## config.mk

```make
export PLATFORM = sky130hd
export DESIGN_NAME = video_capture_ring
export DESIGN_NICKNAME = d
export VERILOG_FILES = /design/src/rtl/video_capture_ring.sv
export SDC_FILE = /design/constraint.sdc
export NUM_CORES = 1
export LEC_CHECK = 0
export ABC_AREA = 1
export BUFFER_PORTS_ARGS = -buffer_cell sky130_fd_sc_hd__clkbuf_2
export CAP_MARGIN = 0
export CELL_PAD_IN_SITES_DETAIL_PLACEMENT = 1
export CELL_PAD_IN_SITES_GLOBAL_PLACEMENT = 1
export CORE_ASPECT_RATIO = 0.75
export CORE_MARGIN = 4
export CORE_UTILIZATION = 27
export CTS_CLUSTER_SIZE = 30
export DETAILED_ROUTE_END_ITERATION = 7
export GPL_TIMING_DRIVEN = 0
export HOLD_SLACK_MARGIN = 0.12
export PLACE_DENSITY_LB_ADDON = 0.08
export SYNTH_ARGS = -nofsm -noshare
export SYNTH_HDL_FRONTEND = slang
export SYNTH_SLANG_ARGS = --single-unit
```

## constraint.sdc

```tcl
create_clock -name clock -period 2.9 [get_ports clock]
set_input_delay 0.145 -clock clock [delete_from_list [all_inputs] [get_ports clock]]
set_output_delay 0.145 -clock clock [all_outputs]
set_load 0.01 [all_outputs]
```

## src/rtl/video_capture_ring.sv

```systemverilog
// Raster capture stage: writes the capture window of each frame into a
// multi-line RAM ring, with optional 2:1 horizontal averaging and 240p field mode.
module video_capture_ring #(
  parameter int COLOR_W         = 8,
  parameter int ADDR_W          = 15,
  parameter int H_CAPTURE_START = 0,
  parameter int H_CAPTURE_END   = 640,
  parameter int V_CAPTURE_START = 0,
  parameter int V_CAPTURE_END   = 480,
  parameter int LD_FIELD1_END   = 240,
  parameter int LD_FIELD2_START = 263,
  parameter int LD_FIELD2_END   = 503,
  parameter int RING_LINES      = 32,
  parameter int TRIGGER_LINE    = 5,
  localparam int SLOT_W         = $clog2(RING_LINES)
) (
  input  logic                   clock,
  input  logic                   reset,
  input  logic [COLOR_W-1:0]     R,
  input  logic [COLOR_W-1:0]     G,
  input  logic [COLOR_W-1:0]     B,
  input  logic [11:0]            counterX,
  input  logic [11:0]            counterY,
  input  logic                   line_doubler,
  input  logic                   hdiv2,
  output logic [3*COLOR_W-1:0]   wrdata,
  output logic [ADDR_W-1:0]      wraddr,
  output logic                   wren,
  output logic                   starttrigger,
  output logic [SLOT_W-1:0]      slot,
  output logic                   state_dbg
);

  localparam int LINE_WORDS = H_CAPTURE_END - H_CAPTURE_START;
  localparam int CNT_W      = $clog2(TRIGGER_LINE + 1);

  typedef enum logic {
    WAIT_FRAME = 1'b0,
    CAPTURE    = 1'b1
  } state_t;

  state_t state_q, state_d;

  logic                ld_q, hd_q, ld_eff, hd_eff;
  logic                frame_start, cap_en;
  logic [12:0]         x_off, y_off, y_f2;
  logic [11:0]         xr;
  logic                h_in, v_norm, v_ld, v_in, in_win, line_end, do_write;
  logic [ADDR_W-1:0]   base_q, base_eff;
  logic [CNT_W-1:0]    cnt_q;
  logic                armed_q, fire;
  logic [COLOR_W-1:0]  lat_r, lat_g, lat_b;
  logic [COLOR_W-1:0]  avg_r, avg_g, avg_b;

  assign frame_start = (counterX == 12'd0) && (counterY == 12'd0);
  assign state_dbg   = state_q;

  always_ff @(posedge clock or negedge reset) begin
    if (!reset) state_q <= WAIT_FRAME;
    else        state_q <= state_d;
  end

  // The frame-start pixel itself is captured, so WAIT_FRAME enables capture on (0,0).
  always_comb begin
    state_d = state_q;
    cap_en  = 1'b0;
    case (state_q)
      WAIT_FRAME: begin
        if (frame_start) begin
          state_d = CAPTURE;
          cap_en  = 1'b1;
        end
      end
      CAPTURE: cap_en = 1'b1;
      default: state_d = WAIT_FRAME;
    endcase
  end

  // Modes take their new value on the frame-start pixel, then hold for the frame.
  assign ld_eff = frame_start ? line_doubler : ld_q;
  assign hd_eff = frame_start ? hdiv2 : hd_q;

  // Window tests use a borrow bit so a zero start offset needs no special case.
  assign x_off  = {1'b0, counterX} - 13'(H_CAPTURE_START);
  assign xr     = x_off[11:0];
  assign h_in   = !x_off[12] && (x_off[11:0] < 12'(LINE_WORDS));
  assign y_off  = {1'b0, counterY} - 13'(V_CAPTURE_START);
  assign v_norm = !y_off[12] && (y_off[11:0] < 12'(V_CAPTURE_END - V_CAPTURE_START));
  assign y_f2   = {1'b0, counterY} - 13'(LD_FIELD2_START);
  assign v_ld   = (counterY < 12'(LD_FIELD1_END)) ||
                  (!y_f2[12] && (y_f2[11:0] < 12'(LD_FIELD2_END - LD_FIELD2_START)));
  assign v_in   = ld_eff ? v_ld : v_norm;

  assign in_win   = cap_en && h_in && v_in;
  assign line_end = in_win && (xr == 12'(LINE_WORDS - 1));
  assign do_write = in_win && (!hd_eff || xr[0]);
  assign base_eff = frame_start ? '0 : base_q;
  assign fire     = armed_q && (cnt_q == CNT_W'(TRIGGER_LINE));

  assign avg_r = COLOR_W'(({1'b0, lat_r} + {1'b0, R}) >> 1);
  assign avg_g = COLOR_W'(({1'b0, lat_g} + {1'b0, G}) >> 1);
  assign avg_b = COLOR_W'(({1'b0, lat_b} + {1'b0, B}) >> 1);

  always_ff @(posedge clock or negedge reset) begin
    if (!reset) begin
      ld_q         <= 1'b0;
      hd_q         <= 1'b0;
      wren         <= 1'b0;
      wraddr       <= '0;
      wrdata       <= '0;
      lat_r        <= '0;
      lat_g        <= '0;
      lat_b        <= '0;
      starttrigger <= 1'b0;
      armed_q      <= 1'b0;
      cnt_q        <= '0;
      slot         <= '0;
      base_q       <= '0;
    end else begin
      if (frame_start) begin
        ld_q <= line_doubler;
        hd_q <= hdiv2;
      end

      wren <= do_write;
      if (do_write) begin
        wraddr <= base_eff + (hd_eff ? ADDR_W'(xr >> 1) : ADDR_W'(xr));
        wrdata <= hd_eff ? {avg_r, avg_g, avg_b} : {R, G, B};
      end
      if (in_win && hd_eff && !xr[0]) begin
        lat_r <= R;
        lat_g <= G;
        lat_b <= B;
      end

      starttrigger <= fire;
      if (frame_start)  armed_q <= 1'b1;
      else if (fire)    armed_q <= 1'b0;

      // A frame start outranks a coincident line end.
      if (frame_start) begin
        slot   <= '0;
        base_q <= '0;
        cnt_q  <= '0;
      end else if (line_end) begin
        if (slot == SLOT_W'(RING_LINES - 1)) begin
          slot   <= '0;
          base_q <= '0;
        end else begin
          slot   <= slot + SLOT_W'(1);
          base_q <= base_q + ADDR_W'(LINE_WORDS);
        end
        if (cnt_q != CNT_W'(TRIGGER_LINE)) cnt_q <= cnt_q + CNT_W'(1);
      end
    end
  end

endmodule

```

After elaboration in Yosys (flattened, before gate mapping)
Cells that the tools add are included.
{"block": "classes", "addsub": 8, "n_mul": 0, "div_mod_pow": 0, "order_cmp": 4, "n_eq_ne": 4, "n_shift": 0, "muxes": 20, "n_bitwise": 1, "n_reduce_logical": 20}
{"cell": "two-way mux 15 bit", "count": 4}
{"cell": "adder 8 x 8 -> 9 bit", "count": 3}
{"cell": "zero test 12 bit", "count": 2}
{"cell": "less-than comparator 12 x 8 -> 1 bit, second input constant", "count": 2}
{"cell": "two-way mux 24 bit", "count": 1}
{"cell": "adder 15 x 10 -> 15 bit, second input constant", "count": 1}
{"cell": "adder 15 x 12 -> 15 bit", "count": 1}
{"cell": "two-way mux 5 bit", "count": 3}
{"cell": "subtractor 12 x 9 -> 13 bit, second input constant", "count": 1}
{"cell": "equality test 12 x 10 -> 1 bit, second input constant", "count": 1}
{"cell": "less-than comparator 12 x 10 -> 1 bit, second input constant", "count": 1}
{"cell": "less-than comparator 12 x 9 -> 1 bit, second input constant", "count": 1}
{"cell": "two-way mux 12 bit", "count": 1}
{"cell": "logical AND 1 bit", "count": 9}
{"cell": "two-way mux 3 bit", "count": 3}
{"cell": "two-way mux 1 bit", "count": 7}
{"cell": "nonzero test 2 bit", "count": 3}
{"cell": "adder 5 x 1 -> 5 bit, second input constant", "count": 1}
{"cell": "equality test 5 bit, second input constant", "count": 1}
{"cell": "adder 3 x 1 -> 3 bit, second input constant", "count": 1}
{"cell": "equality test 3 bit, second input constant", "count": 1}
{"cell": "zero test 1 bit", "count": 3}
{"cell": "!= test 3 bit, second input constant", "count": 1}
{"cell": "logical OR 1 bit", "count": 2}
{"cell": "3 further kinds", "count": 3}
{"block": "word_totals", "ff_bits": 92, "latchBits": 0, "ram_bits": 0, "rom_bits": 0, "inputBits": 52, "word_cells": 71, "n_memories": 0}

Logic depth before layout (Yosys ltp)
Gate-level depths: netlist of run 1.
{"block": "depth", "depth_word": 9, "mapped_depth": 23, "depth_no_buf": 21}

Least setup slack after synthesis of run 1
No wires, ideal clock.
{"block": "synth_timing", "path_type": "input-to-reg", "from": "input port counterY[11]", "to": "register wraddr[13]", "setup_ns": 0.116, "arrival_ns": 2.488, "t_required_ns": 2.784, "slack_ns": 0.296, "path_stages": 19, "path_buffers": 2, "path_cell_list": "nor2_1 -> nand3_1 -> nor2_2 -> nand3_2 -> buf_6 -> o21ai_4 -> clkbuf_1 -> o21ai_0 -> ha_1 -> nand2_1 -> a21oi_1 -> nor3b_1 -> nand3_1 -> nand2_1 -> nand2_1 -> nand3_1 -> nand2_1 -> nand2_1 -> nand2_1"}
{"block": "synth_between", "elab_chain_cells": 7, "word_cells_on_any_way": 22}
{"element": "start, declared", "line_no": "23", "rtl": "input logic [11:0] counterY,"}
{"element": "subtractor 12 x 9 -> 13 bit / zero test 12 bit (equally long branches)", "line_no": "89, 55"}
{"element": "less-than comparator 12 x 8 -> 1 bit, or another cell as far along", "line_no": "91", "rtl": "(!y_f2[12] && (y_f2[11:0] < 12'(LD_FIELD2_END - LD_FIELD2_START)));"}
{"element": "logical AND 1 bit / two-way mux 1 bit (equally long branches)", "line_no": "91, 69"}
{"element": "logical OR 1 bit / case mux 1 bit (2 select lines) (equally long branches)", "line_no": "90, 67"}
{"element": "two-way mux 1 bit / logical AND 1 bit (equally long branches)", "line_no": "92, 94"}
{"element": "logical AND 1 bit", "line_no": "94", "rtl": "assign in_win = cap_en && h_in && v_in;"}
{"element": "logical AND 1 bit", "line_no": "96", "rtl": "assign do_write = in_win && (!hd_eff || xr[0]);"}
{"element": "end signal, assigned", "line_no": "127", "rtl": "wraddr <= base_eff + (hd_eff ? ADDR_W'(xr >> 1) : ADDR_W'(xr));"}
{"element": "end, declared", "line_no": "27", "rtl": "output logic [ADDR_W-1:0] wraddr,"}
Parallel ways exist; a longest one is shown, timed or not.
A chain may end at the register's enable or synchronous reset.

Final worst setup path of run 1
{"block": "layout_timing", "from": "input port counterX[10]", "to": "register wraddr[14]"}
{"block": "layout_between", "elab_chain_cells": 7, "word_cells_on_any_way": 16}
{"element": "start, declared", "line_no": "22", "rtl": "input logic [11:0] counterX,"}
{"element": "parallel branches: the longest is 7 deep, another holds adder 15 x 12 -> 15 bit"}
Parallel ways; which one is timed is not known.

==> qor.txt, run 1 <==
CTS buffer count - 9
Fin cells - 1220
Worst rel slew slack - 55.1%
Detailed router's first-iteration violation count - 211
Die Area - 23800 µm²
Fin util - 35.1%
Vias - 5577
Setup CP Type - in -> reg
Fin nets - 1027
Area after DPL - 6660 µm²
Slowest stage delay, CP - 0.31 ns
Worst-path clk slew - 0.06 ns
Largest area contributor in the netlist - dfrtp_1
Synthesis-to-finish area growth - 25.7%
P per Cell Area - 507 nW/µm²
Die width - 177 µm
CTS root buf - clkbuf_16
Htree depth - 3
Final critical-path required period - 2.58 ns
Vias in the first global route - 5948
Post-DR wirelength/cell - 15.9 µm
Count of cell types in the netlist - 38
Via density - 4.57
EDFF count, synth - 0
Total grt overflow - 0
Number of fill cells - 2596
Cell chain of the critical path - clkbuf_2 -> nor2_1 -> nand2_1 -> nor2_2 -> nand3_2 -> buf_6 -> o21ai_4 -> clkbuf_2 -> nand2_1 -> nand2_1 -> ha_2 -> a21oi_2 -> a21boi_2 -> nand3_2 -> nand2_1 -> nand2_1 -> nand4_1 -> nand2_1 -> nand2_1 -> nand2_1
Post-DRT Antenna Nets - 0
Ys async rst share - 100%
Avg Cell Area, Syn - 7.28 µm²
Ports - 99
CP arrival - 2.82 ns
Slew at the pin closest to its max-slew limit - 0.674 ns
Hold Vio Cnt, Final - 0
Die Y - 134 µm
CP startpoint kind - primary input
Post-route cell area - 7240 µm²
RSZ-0062 raised after global routing - no
Reg2reg setup slack - 0.57 ns
Netlist Area Pre-Place - 5760 µm²
Syn Inst Count - 791
Area contributors post-synth - dfrtp_1, nand2_1, ha_1
Sequential area share after synthesis - 36.9%
Post-DP HPWL - 15.2 mm
Leakage - 3.97 nW
Number of port buffers - 98
Share of the synthesized area in the top cell type - 36.9%
Status - finished, final reports clean
Max Transition Viols Final - 0
RePlAce Congestion - 0.824
Fraction of layout cells with a size suffix above 1 - 17.1%
Final setup fails - 0
WP data required - 3.14 ns
Top cells by count, synth - nand2_1, dfrtp_1, inv_1, nand3_1, o21ai_0
Most common cell in the synthesized netlist - nand2_1
Peak supply drop - 0.247 mV
Core area - 20600 µm²
Clk_lat worst skew - 0.36 ns
Max Cap Viol - 0
Skew final - 0.00995 ns
Yosys warns - 0
CP endpoint kind - flop
Placed insts - 1178
Slowest CP cell - ha_2
DR DRC count - 0
Crit-path max FO - 10
Row count - 45
Cell mode on critical path - nand2_1
Gr usage total - 16.9%
First-pass GRT wire length - 31.8 mm
Type of the worst min-delay path - in -> reg
Wirelength, routed - 19.5 mm
CTS tree - done
Diodes inserted - 0
Initial antenna violation count - 0
Max Buffers Root-to-Sink - 2
Register bit total from synthesis - 85
First-pass DRT Iterations - 4
Initial core utilization - 27.9%
Sink Count - 85
Post-route clock period utilization - 88.8%
Largest net degree at the start of global routing - 46
Achievable frequency - 388 MHz
Most used DFF post-synth - dfrtp_1
## kinds of logic (layout without fill, tap and decap cells)
family | Yosys count | count (layout) | synth area share [%]
XOR/XNOR | 33 | 33 | 5.02
AND/OR/NAND/NOR | 414 | 414 | 29.7
adder cells (fa/ha/maj) | 42 | 42 | 9.65
other | 2 | 8 | 0.130
AO/OA/AOI/OAI | 109 | 109 | 10.7
flip-flops | 85 | 85 | 36.9
buffers and inverters | 106 | 247 | 7.84
## power breakdown
| group | internal (mW) | total, mW | switching, mW |
|---|---|---|---|
| Clock | 0.672 | 1.23 | 0.556 |
| Sequential | 1.34 | 1.44 | 0.0953 |
| Combinational | 0.417 | 1.00 | 0.587 |
| Total | 2.43 | 3.67 | 1.24 |
## critical path: cells and delay by family
| kind | cells | cell delay (ns) |
|---|---|---|
| simple gates | 13 | 1.31 |
| buf+inv | 3 | 0.51 |
| compound gates | 3 | 0.51 |
| fa+ha+maj | 1 | 0.31 |
## metrics by stage
stage / worst slack (ns) / TNS (ns) / power, mW / hold slack, ns
after detailed placement: -0.566 / -2.04 / 2.44 / 0.250
after global routing: 0.0368 / 0 / 3.93 / 0.159
after global placement: -0.523 / -1.89 / 2.40 / 0.412
after CTS: 0.0943 / 0 / 3.73 / 0.121
final: 0.324 / 0 / 3.67 / 0.133
after floorplan: 0.296 / 0 / 2.06 / -0.151
## sequential cells by signal, indices dropped and copies added, names as in the netlist
name,flops
cnt_q,3
armed_q,1
base_q,8
state_dbg,1
lat_b,8
wren,1
ld_q,1
wraddr,15
lat_g,8
lat_r,8
starttrigger,1
wrdata,24
slot,5
hd_q,1
## what timing repair did
action / CTS / global route
setup buffers: 1 / 2
endpoints found under the hold margin: 63 / 0
gates resized for setup: 1 / 8
hold buffers: 24 / 0
pin swaps: 1 / 4
endpoints found under the setup margin: 3 / 3
## per-layer routing
metal | part of all wire, % | track usage [%]
met1 | 52 | 24.4
met2 | 43 | 26.5
met5 | 0 | 0
met3 | 3.4 | 2.97
met4 | 1.4 | 4.17
## final timing paths
check	from	depth (start not counted)	end
worst max-delay path	counterX[10]	20	wraddr[14]
worst min-delay path	R[1]	3	lat_r[1]
worst max register to register	hd_q	16	wraddr[14]
worst min register to register	lat_g[2]	2	lat_g[2]
max in group asynchronous	reset	3	wrdata[16]
min in group asynchronous	reset	2	wraddr[10]
## placed cells by master (no fill, tap or decap), types with 3 or more instances in the layout
master	count
a31oi_1	4
clkbuf_16	9
buf_6	4
nand4_1	11
nand2_1	291
xnor2_1	14
conb_1	8
inv_1	79
clkinvlp_4	3
nor2_1	42
nand3_2	3
clkbuf_2	98
fa_1	4
a21oi_1	21
a21o_1	7
dfrtp_1	85
nor2_4	3
buf_4	4
nor3_1	6
o211ai_1	3
buf_2	15
o21ai_0	46
dlygate4sd3_1	24
xor2_1	19
nand3_1	50
ha_1	37
o21ai_1	21
## layout make-up
class,instances,area [µm²],share of cell area (%)
Clock buffer,9,225,3.11
Multi-Input combinational cell,606,3230,44.6
Clock inverter,7,75.1,1.04
Tap cell,282,353,4.87
Timing Repair Buffer,126,783,10.8
Sequential cell,85,2130,29.4
Inverter,82,309,4.27
Buffer,23,140,1.94
No activity file was read; power rests on OpenSTA's default activity.
==> run 2: changes to the inputs <==
--- a/config.mk
+++ b/config.mk
@@ -10,7 +10,7 @@
 export CAP_MARGIN = 0
 export CELL_PAD_IN_SITES_DETAIL_PLACEMENT = 1
 export CELL_PAD_IN_SITES_GLOBAL_PLACEMENT = 1
-export CORE_ASPECT_RATIO = 0.75
+export CORE_ASPECT_RATIO = 0.5
 export CORE_MARGIN = 4
 export CORE_UTILIZATION = 27
 export CTS_CLUSTER_SIZE = 30
==> qor.txt, run 2 (synthesis gave the netlist of run 1 again) <==
WP data required - 3.15 ns
Row count - 37
Synthesis-to-finish area growth - 25.6%
Wirelength, routed - 17.9 mm
CTS tree - done
Detailed router's first-iteration violation count - 137
RSZ-0062 raised after global routing - no
RePlAce Congestion - 0.793
WHS Endpoint - ld_q
Peak supply drop - 0.239 mV
Max reg flops - 24
Final critical-path required period - 2.62 ns
Vias in the first global route - 5847
Via density - 4.52
CP endpoint kind - flop
Worst rel slew slack - 55.1%
Post-DR wirelength/cell - 14.8 µm
Number of port buffers - 98
Number of fill cells - 2608
Diodes inserted - 0
Top reg by flops - wrdata
Worst R2R End - wraddr[14]
Total grt overflow - 0
Fin nets - 1029
Post-DP HPWL - 14.1 mm
Fraction of layout cells with a size suffix above 1 - 16.9%
First-pass DRT Iterations - 4
Reg2reg start - hd_q
Biggest regs - wrdata: 24 flops, wraddr: 15 flops
CTS root buf - clkbuf_16
Max Buffers Root-to-Sink - 2
Worst-case reg-to-reg path depth - 17
Clk_lat worst skew - 0.36 ns
Worst-path clk slew - 0.07 ns
Status - finished, final reports clean
Final setup fails - 0
Core area - 20700 µm²
Die Y - 111 µm
Leakage - 3.98 nW
Largest net degree at the start of global routing - 58
Initial antenna violation count - 0
P per Cell Area - 500 nW/µm²
Pwr Total - 3.62 mW
CP arrival - 2.88 ns
Max Cap Viol - 0
Post-route clock period utilization - 90.4%
Commonest non-fill, non-tap cell in the layout - nand2_1
WHS - 0.171 ns
Max Transition Viols Final - 0
Die Area - 23900 µm²
Slew at the pin closest to its max-slew limit - 0.667 ns
Type of the worst min-delay path - in -> reg
Post-DRT Antenna Nets - 0
DR DRC count - 0
Sink Count - 85
Gr usage total - 15.8%
Vias - 5479
Initial core utilization - 27.8%
Htree depth - 3
WHS Path Cells - 5
Setup CP Type - in -> reg
Fin Setup TNS - 0 ns
CTS buffer count - 9
Reg2reg setup slack - 0.52 ns
Skew final - 0.00867 ns
Die width - 215 µm
CP startpoint kind - primary input
Min-Delay Startpoint - line_doubler
Most frequent cells in the layout - nand2_1, clkbuf_2, dfrtp_1, inv_1, nand3_1
First-pass GRT wire length - 30.4 mm
Achievable frequency - 381 MHz
Multi-input logic area - 3220 µm²
Crit-path max FO - 10
Hold Vio Cnt, Final - 0
Ports - 99
Sequential cell area - 2130 µm²
run 2: how the worst max path moves through the flow:
stage | depth (start not counted) | end | from | slack, ns
after detailed placement | 18 | wraddr[12] | counterX[10] | -0.52
final | 21 | wraddr[14] | counterX[9] | 0.28
after floorplan | 19 | wraddr[13] | counterY[11] | 0.30
after global placement | 18 | wraddr[12] | counterX[11] | -0.50
after CTS | 21 | wraddr[13] | counterX[10] | 0.12
after global routing | 21 | wraddr[14] | counterX[9] | 0.005
run 2: layout make-up:
class                           instances  share of cell area (%)
Multi-Input combinational cell        606                    44.5
Inverter                               82                    4.27
Sequential cell                        85                    29.4
Clock inverter                          7                    1.02
Buffer                                 24                    2.04
Clock buffer                            9                    3.11
Timing Repair Buffer                  127                    11.0
Tap cell                              273                    4.72
run 2: per-layer routing:
metal  GRT usage [%]  vias to the layer above  wire [µm]
met5               0                        -          0
li1                -                     2820          -
met3            3.31                       12        450
met4            3.37                        0        168
met1            20.3                     2604       8720
met2            27.5                       43       8590
run 2: what timing repair did:
| action | CTS | global route |
|---|---|---|
| gates resized for setup | 2 | 7 |
| setup endpoints to repair | 3 | 3 |
| pin swaps | 1 | 2 |
| hold buffers | 25 | 0 |
| setup buffers | 1 | 2 |
| hold endpoints to repair | 53 | 0 |
run 2: stage by stage:
stage | util (%) | instances | setup WS (ns) | cell area (µm²)
after global routing | 34.9 | 1213 | 0.00524 | 7230
final | 34.9 | 1213 | 0.278 | 7230
after floorplan | - | 797 | 0.296 | 5780
after CTS | 34.7 | 1211 | 0.123 | 7200
after detailed placement | 32.0 | 1169 | -0.520 | 6640
after global placement | 31.9 | 1168 | -0.504 | 6610
run 2: critical path, cell delays in order:
cell	delay (ns)
clkbuf_2	0.14
nor2_1	0.15
nand2_1	0.10
nor2_4	0.14
nand3_2	0.12
buf_6	0.18
o21ai_4	0.19
inv_2	0.05
buf_2	0.18
nand2_1	0.08
nand2_1	0.05
ha_1	0.36
a21oi_1	0.17
a21boi_0	0.18
nand3_1	0.14
nand2_1	0.09
nand2_1	0.10
nand4_1	0.09
nand2_1	0.10
nand2_1	0.08
nand2_1	0.04
run 2: where the power goes:
| part | switching (mW) | total (mW) | internal [mW] |
|---|---|---|---|
| clock | 0.540 | 1.21 | 0.671 |
| combinational | 0.559 | 0.973 | 0.414 |
| sequential | 0.0905 | 1.43 | 1.34 |
